$ cat src/rtl/alu_issue_pkg.sv
// alu_issue_pkg: ALU operation codes, issue FSM states and comparison decode
package alu_issue_pkg;
  typedef enum logic [3:0] {
    ALU_ADD, ALU_SUB, ALU_XOR, ALU_OR, ALU_AND, ALU_SLL, ALU_SRL, ALU_SRA,
    ALU_SLT, ALU_LT, ALU_SLTU, ALU_LTU, ALU_GE, ALU_GEU, ALU_EQ, ALU_NE
  } alu_op;
  typedef enum logic [2:0] {ST_IDLE, ST_SETUP, ST_STROBE, ST_SETTLE, ST_RESP} issue_state;
  function automatic logic is_cmp_op(alu_op op);
    return op inside {ALU_SLT, ALU_LT, ALU_SLTU, ALU_LTU, ALU_GE, ALU_GEU, ALU_EQ, ALU_NE};
  endfunction
endpackage

$ cat src/rtl/alu_issue.sv
// alu_issue: sequences one ALU operation per handshake and returns the settled result
module alu_issue
  import alu_issue_pkg::*;
#(
  parameter int TAG_W = 4,
  parameter int SETTLE_CYCLES = 1
) (
  input  logic             clk_i,
  input  logic             rst_i,
  input  logic             req_valid_i,
  output logic             req_ready_o,
  input  alu_op            req_op_i,
  input  logic [31:0]      req_a_i,
  input  logic [31:0]      req_b_i,
  input  logic [TAG_W-1:0] req_tag_i,
  output logic             alu_req_o,
  output logic             alu_en_o,
  output alu_op            alu_operator_o,
  output logic [31:0]      alu_op_a_o,
  output logic [31:0]      alu_op_b_o,
  input  logic [31:0]      alu_result_i,
  output logic             rsp_valid_o,
  input  logic             rsp_ready_i,
  output logic [31:0]      rsp_result_o,
  output logic [TAG_W-1:0] rsp_tag_o,
  output logic             rsp_is_cmp_o,
  output logic             rsp_cond_o,
  output logic             busy_o
);
  issue_state state;
  logic [3:0] cnt;
  logic [TAG_W-1:0] tag_q;
  logic accept;
  always_comb begin
    req_ready_o = (state == ST_IDLE) | ((state == ST_RESP) & rsp_ready_i);
    accept = req_valid_i & req_ready_o;
    busy_o = state != ST_IDLE;
  end
  always_ff @(posedge clk_i) begin
    if (rst_i) begin
      state <= ST_IDLE;
      cnt <= '0;
      tag_q <= '0;
      alu_req_o <= 1'b0;
      alu_en_o <= 1'b0;
      alu_operator_o <= ALU_ADD;
      alu_op_a_o <= '0;
      alu_op_b_o <= '0;
      rsp_valid_o <= 1'b0;
      rsp_result_o <= '0;
      rsp_tag_o <= '0;
      rsp_is_cmp_o <= 1'b0;
      rsp_cond_o <= 1'b0;
    end else begin
      // Operands only change on an accepted handshake, so they hold between operations
      if (accept) begin
        alu_operator_o <= req_op_i;
        alu_op_a_o <= req_a_i;
        alu_op_b_o <= req_b_i;
        tag_q <= req_tag_i;
        alu_req_o <= 1'b1;
      end
      case (state)
        ST_IDLE: if (req_valid_i) state <= ST_SETUP;
        ST_SETUP: begin
          alu_en_o <= 1'b1;
          state <= ST_STROBE;
        end
        ST_STROBE: begin
          alu_en_o <= 1'b0;
          alu_req_o <= 1'b0;
          cnt <= 4'(SETTLE_CYCLES);
          state <= ST_SETTLE;
        end
        ST_SETTLE: begin
          cnt <= cnt - 4'd1;
          if (cnt == 4'd1) begin
            rsp_result_o <= alu_result_i;
            rsp_tag_o <= tag_q;
            rsp_is_cmp_o <= is_cmp_op(alu_operator_o);
            rsp_cond_o <= is_cmp_op(alu_operator_o) & alu_result_i[0];
            rsp_valid_o <= 1'b1;
            state <= ST_RESP;
          end
        end
        ST_RESP: if (rsp_ready_i) begin
          rsp_valid_o <= 1'b0;
          state <= req_valid_i ? ST_SETUP : ST_IDLE;
        end
        default: state <= ST_IDLE;
      endcase
    end
  end
endmodule

$ cat config.mk
export PLATFORM = sky130hd
export DESIGN_NAME = alu_issue
export DESIGN_NICKNAME = d
export VERILOG_FILES = /design/src/rtl/alu_issue_pkg.sv /design/src/rtl/alu_issue.sv
export SDC_FILE = /design/constraint.sdc
export NUM_CORES = 1
export LEC_CHECK = 0
export ABC_AREA = 1
export ABC_CLOCK_PERIOD_IN_PS = 1800
export CELL_PAD_IN_SITES_DETAIL_PLACEMENT = 0
export CELL_PAD_IN_SITES_GLOBAL_PLACEMENT = 2
export CORE_MARGIN = 5
export CORE_UTILIZATION = 23
export CTS_BUF_LIST = sky130_fd_sc_hd__clkbuf_8
export CTS_CLUSTER_DIAMETER = 200
export DETAILED_ROUTE_END_ITERATION = 8
export PLACE_DENSITY_LB_ADDON = 0.1
export SYNTH_ARGS = -nofsm -noshare
export SYNTH_HDL_FRONTEND = slang
export SYNTH_SLANG_ARGS = --single-unit
$ cat constraint.sdc
create_clock -name clk_i -period 1.8 [get_ports clk_i]
set_clock_uncertainty 0.05 [all_clocks]
set_input_delay 0.27 -clock clk_i [delete_from_list [all_inputs] [get_ports clk_i]]
set_output_delay 0.27 -clock clk_i [all_outputs]
set_load 0.02 [all_outputs]
### After elaboration in Yosys (flattened, before gate mapping)

Index checks and enable logic that the tools add are counted.

* flip-flop bits (word level): 120
* bits of input ports: 108
* output and inout port bits: 111
* logic and storage cells: 54

* reduce and logical (&&, ||, !) cells: 10
* multiplexer cells: 10
* equal/unequal tests: 16
* bitwise operators: 4
* $add $sub $neg: 1

Operator list (number)
* $eq 4x4->1 const B: 8
* $pmux 3 s5: 1
* $mux 3: 3
* $pmux 4 s2: 1
* $reduce_bool 8->1: 1
* $eq 3x2->1 const B: 2
* $ne 2x2->1 const B: 3
* $reduce_and 3->1: 2
* $reduce_bool 2->1: 3
* $eq 4x1->1 const B: 1
* $pmux 1 s2: 2
* $sub 4x1->4 const B: 1
* $and 1x1->1: 3
* $eq 3x1->1 const B: 1
* $eq 3x3->1 const B: 1
* $logic_not 3->1: 1
* $mux 1: 3
* $reduce_bool 3->1: 1
* $reduce_and 2->1: 1
* $reduce_or 2->1: 1
* $or 1x1->1: 1

### Depth between registers and ports, before layout

* depth in word-level cells: 4
* gate-level depth with buffers: 8
* depth with buffers taken out: 8

### Least setup slack after synthesis

No wires, ideal clock.

* path type: register to register
* start point: register state[0]
* end point: register alu_operator_o[3]
* buffers on the path: 2
* cell stages (with the launch flop): 9
* data required time: 1.634 ns
* library setup time: 0.116 ns
* clock period less this slack: 1.310 ns
* setup slack: 0.490 ns
* arrival: 1.144 ns
* path through: dfxtp_1 nor2_4 o21ai_4 nor2_4 buf_6 inv_12 buf_12 nor2_2 nor2_1

* longest elaborated chain between the ends: 4
* elaborated cells between the ends (all ways): 5
* those cells by class: eq/ne (1); bitwise (3); reduce/logical (1)

Ends and longest elaborated chain
* start, declared: line alu_issue.sv:30 `issue_state state;`
* start signal, assigned: line alu_issue.sv:88 `state <= req_valid_i ? ST_SETUP : ST_IDLE;`
* $eq 3x3->1: line alu_issue.sv:35 `req_ready_o = (state == ST_IDLE) | ((state == ST_RESP) & rsp_ready_i);`
* $and 1x1->1: line alu_issue.sv:35
* $or 1x1->1 (*): line alu_issue.sv:35
* $and 1x1->1 (*): line alu_issue.sv:36 `accept = req_valid_i & req_ready_o;`
* end signal, assigned: line alu_issue.sv:57 `alu_operator_o <= req_op_i;`
* end, declared: line alu_issue.sv:18 `output alu_op alu_operator_o,`

Every way passes the cells marked *; elsewhere a longest branch is shown, timed or not.
A chain may end at the register's enable or synchronous reset.

### Worst setup path after layout

* start point: register alu_op_a_o[7]
* end point: output alu_op_a_o[7]

RTL lines
* start, declared: line alu_issue.sv:19 `output logic [31:0] alu_op_a_o,`
* start signal, assigned: line alu_issue.sv:58 `alu_op_a_o <= req_a_i;`

No word-level cell between the ends.

==> run metrics <==
status=finished clean; largest net degree at the start of global routing=73; post-synthesis sequential area ratio=0.5249; antenna-violating nets left=0; CTS tree=done; commonest non-fill, non-tap cells in the layout=clkdlybuf4s50_1, nor2_1, dfxtp_1; 1st-iter DRT viols=165; first-pass GRT wire length=23240 microns; Crit Path Class=flop to output pin; Syn Nets=656; I/O pin total=219; commonest non-fill, non-tap cell in the layout=clkdlybuf4s50_1; Syn Area/Cell=8.383 sq um; via count=4320; Layout Utilization=0.3781; Max stage delay cell, worst path=clkdlybuf4s50_1; RePlAce Congestion=0.7275; routed length per instance=~14 microns; CP Launch Type=flop; Yosys reg bits=120; area occupied by multi-input gates=1808 sq um; Post-CTS Setup Bufs=0; # DRC=0; hpwl dp=between 10000 and 15000 microns; Reg clk slew, reported paths=approximately 0.070 ns; fmax=around 580 MHz; Least-Margin Pin Slew=between 0.5 and 0.6 ns; max-cap violations=0; fin crit period=around 1.7 ns; Mapped Area=4577 sq um; P&R area growth vs syn=61.29%; Vias/cell=4.146; Gate Count Post-Synth=546; Relative slew margins=0.6312; Core Footprint=19530 sq um; Fillers=2042; CTS resizes=5; IO Port Bufs=218; endpoints failing setup=0; global route total overflow=0; Rows=51; Die H=151.1 microns; max-slew violations=0; leakage=0.003095 uW; Critical Path Fanout Max=2; Critical Path AT=1.40 ns; worst setup margin=roughly 0.077 ns; CP top delay family=buffers and inverters; initial antenna violation count=0; total track usage=0.1313; Buf+Inv Stages, Crit Path=1; CP required=1.48 ns; htree depth=4; initial core utilization=0.2344; Cell variety after synth=24; CTS Buf Count=17; Critical Path Max Stage Delay=0.64 ns; Clock Latency Late Sink=0.43 ns; RSZ-0062 raised after global routing=no; Hold Vio Cnt, Final=0; FF+latch area=2404 sq um; Total Wirelength=between 15000 and 20000 microns; Post-synth ARST share=0; Primary FF master, synth=dfxtp_1; Net count, final=874; HP Class=input pin to flop; ANT cells=0; Tcrit/Tclk final=0.9570; number of detailed-route iterations in the first pass=4; pwr dens=1137 nW/um^2; Clock Path Buffers=2; vias in the first global route=4367; CTS Sinks=120; count of warnings emitted by yosys=0; Post-CTS Hold Buffers=0; CP Cell Sequence=clkdlybuf4s50_1; Setup Slack @ Placement=-0.09251 ns; overall die width=151.1 microns; EDFF count, synth=0; root buffer cell=clkbuf_8; largest vdd supply drop=between 0.4 and 0.5 mV; die area=22820 sq um; Worst Setup End Kind=output pin; layout cell share with drive strength beyond 1=0.1583
power by group:
| part | internal, uW | total, uW | switching (uW) |
|---|---|---|---|
| sequential | 3070 | 3290 | 217 |
| clock | 1410 | 2480 | 1070 |
| combinational | 1160 | 2630 | 1460 |
logic make-up (layout without fill, tap and decap cells):
group	after synthesis	after routing	share of synthesized area
adders and majority gates	2	2	0.005467
buffers and inverters	49	280	0.08010
DFF	120	120	0.5249
and+or+nand+nor	254	254	0.2537
AOI/OAI and AO/OA	121	121	0.1359
layer usage:
metal	up-vias	part of all wire	wire length, microns	global-route usage
met2	158	0.45	6819	0.2101
met3	11	0.11	1723	0.07151
li1	2188	-	-	-
met5	-	0	0	0
met4	0	0.0096	145	0.04216
met1	1963	0.42	6349	0.1499
layout make-up:
type / count / share of cell area
Inverter: 14 / 0.008814
Timing Repair Buffer: 234 / 0.3217
Tap cell: 265 / 0.04492
Multi-Input combinational cell: 377 / 0.2449
Clock buffer: 19 / 0.03542
Clock inverter: 13 / 0.01864
Sequential cell: 120 / 0.3256
Yosys cell counts, types with 2 or more instances:
cell type  instances  share of area
inv_1             12         0.0098
clkbuf_1          11         0.0090
o22ai_1            2         0.0027
buf_12             7          0.031
nor2_1           155           0.13
nor2_2            71          0.097
a21oi_1            8         0.0087
nand3_1            8         0.0087
dfxtp_1          120           0.52
nor2_4             2         0.0049
buf_2              6         0.0066
buf_6              3         0.0074
buf_4              7          0.011
o21ai_0           89          0.097
ha_1               2         0.0055
nand2_1           16          0.013
o21ai_1           20          0.022
metrics by stage:
stage | hold WS [ns] | instance area, sq um | std cells | power [uW] | setup TNS [ns]
floorplan | 0.2891 | 4577 | 546 | 4860 | 0
global placement | 0.3938 | 6959 | 1010 | 5999 | -2.411
detailed placement | 0.3932 | 6959 | 1010 | 6029 | -4.125
CTS | 0.3316 | 7357 | 1042 | 8574 | 0
global route | 0.3384 | 7382 | 1042 | 8935 | 0
finish | 0.3694 | 7382 | 1042 | 8394 | 0
path summary, 6_finish.rpt:
| path | from | end | slack (ns) | cells after the start |
|---|---|---|---|---|
| max | alu_op_a_o[7] | alu_op_a_o[7] | 0.08 | 1 |
| min | alu_result_i[1] | rsp_result_o[1] | 0.37 | 3 |
| max reg2reg | state[0] | alu_op_a_o[1] | 0.26 | 6 |
| min reg2reg | alu_en_o | alu_en_o | 0.40 | 2 |
state kept, by name, indices dropped and copies added, names as in the netlist, 3 cells and up:
name	count
tag_q	4
rsp_tag_o	4
state	3
alu_op_b_o	32
alu_operator_o	4
cnt	4
rsp_result_o	32
alu_op_a_o	32
No activity file was read; power rests on OpenSTA's default activity.
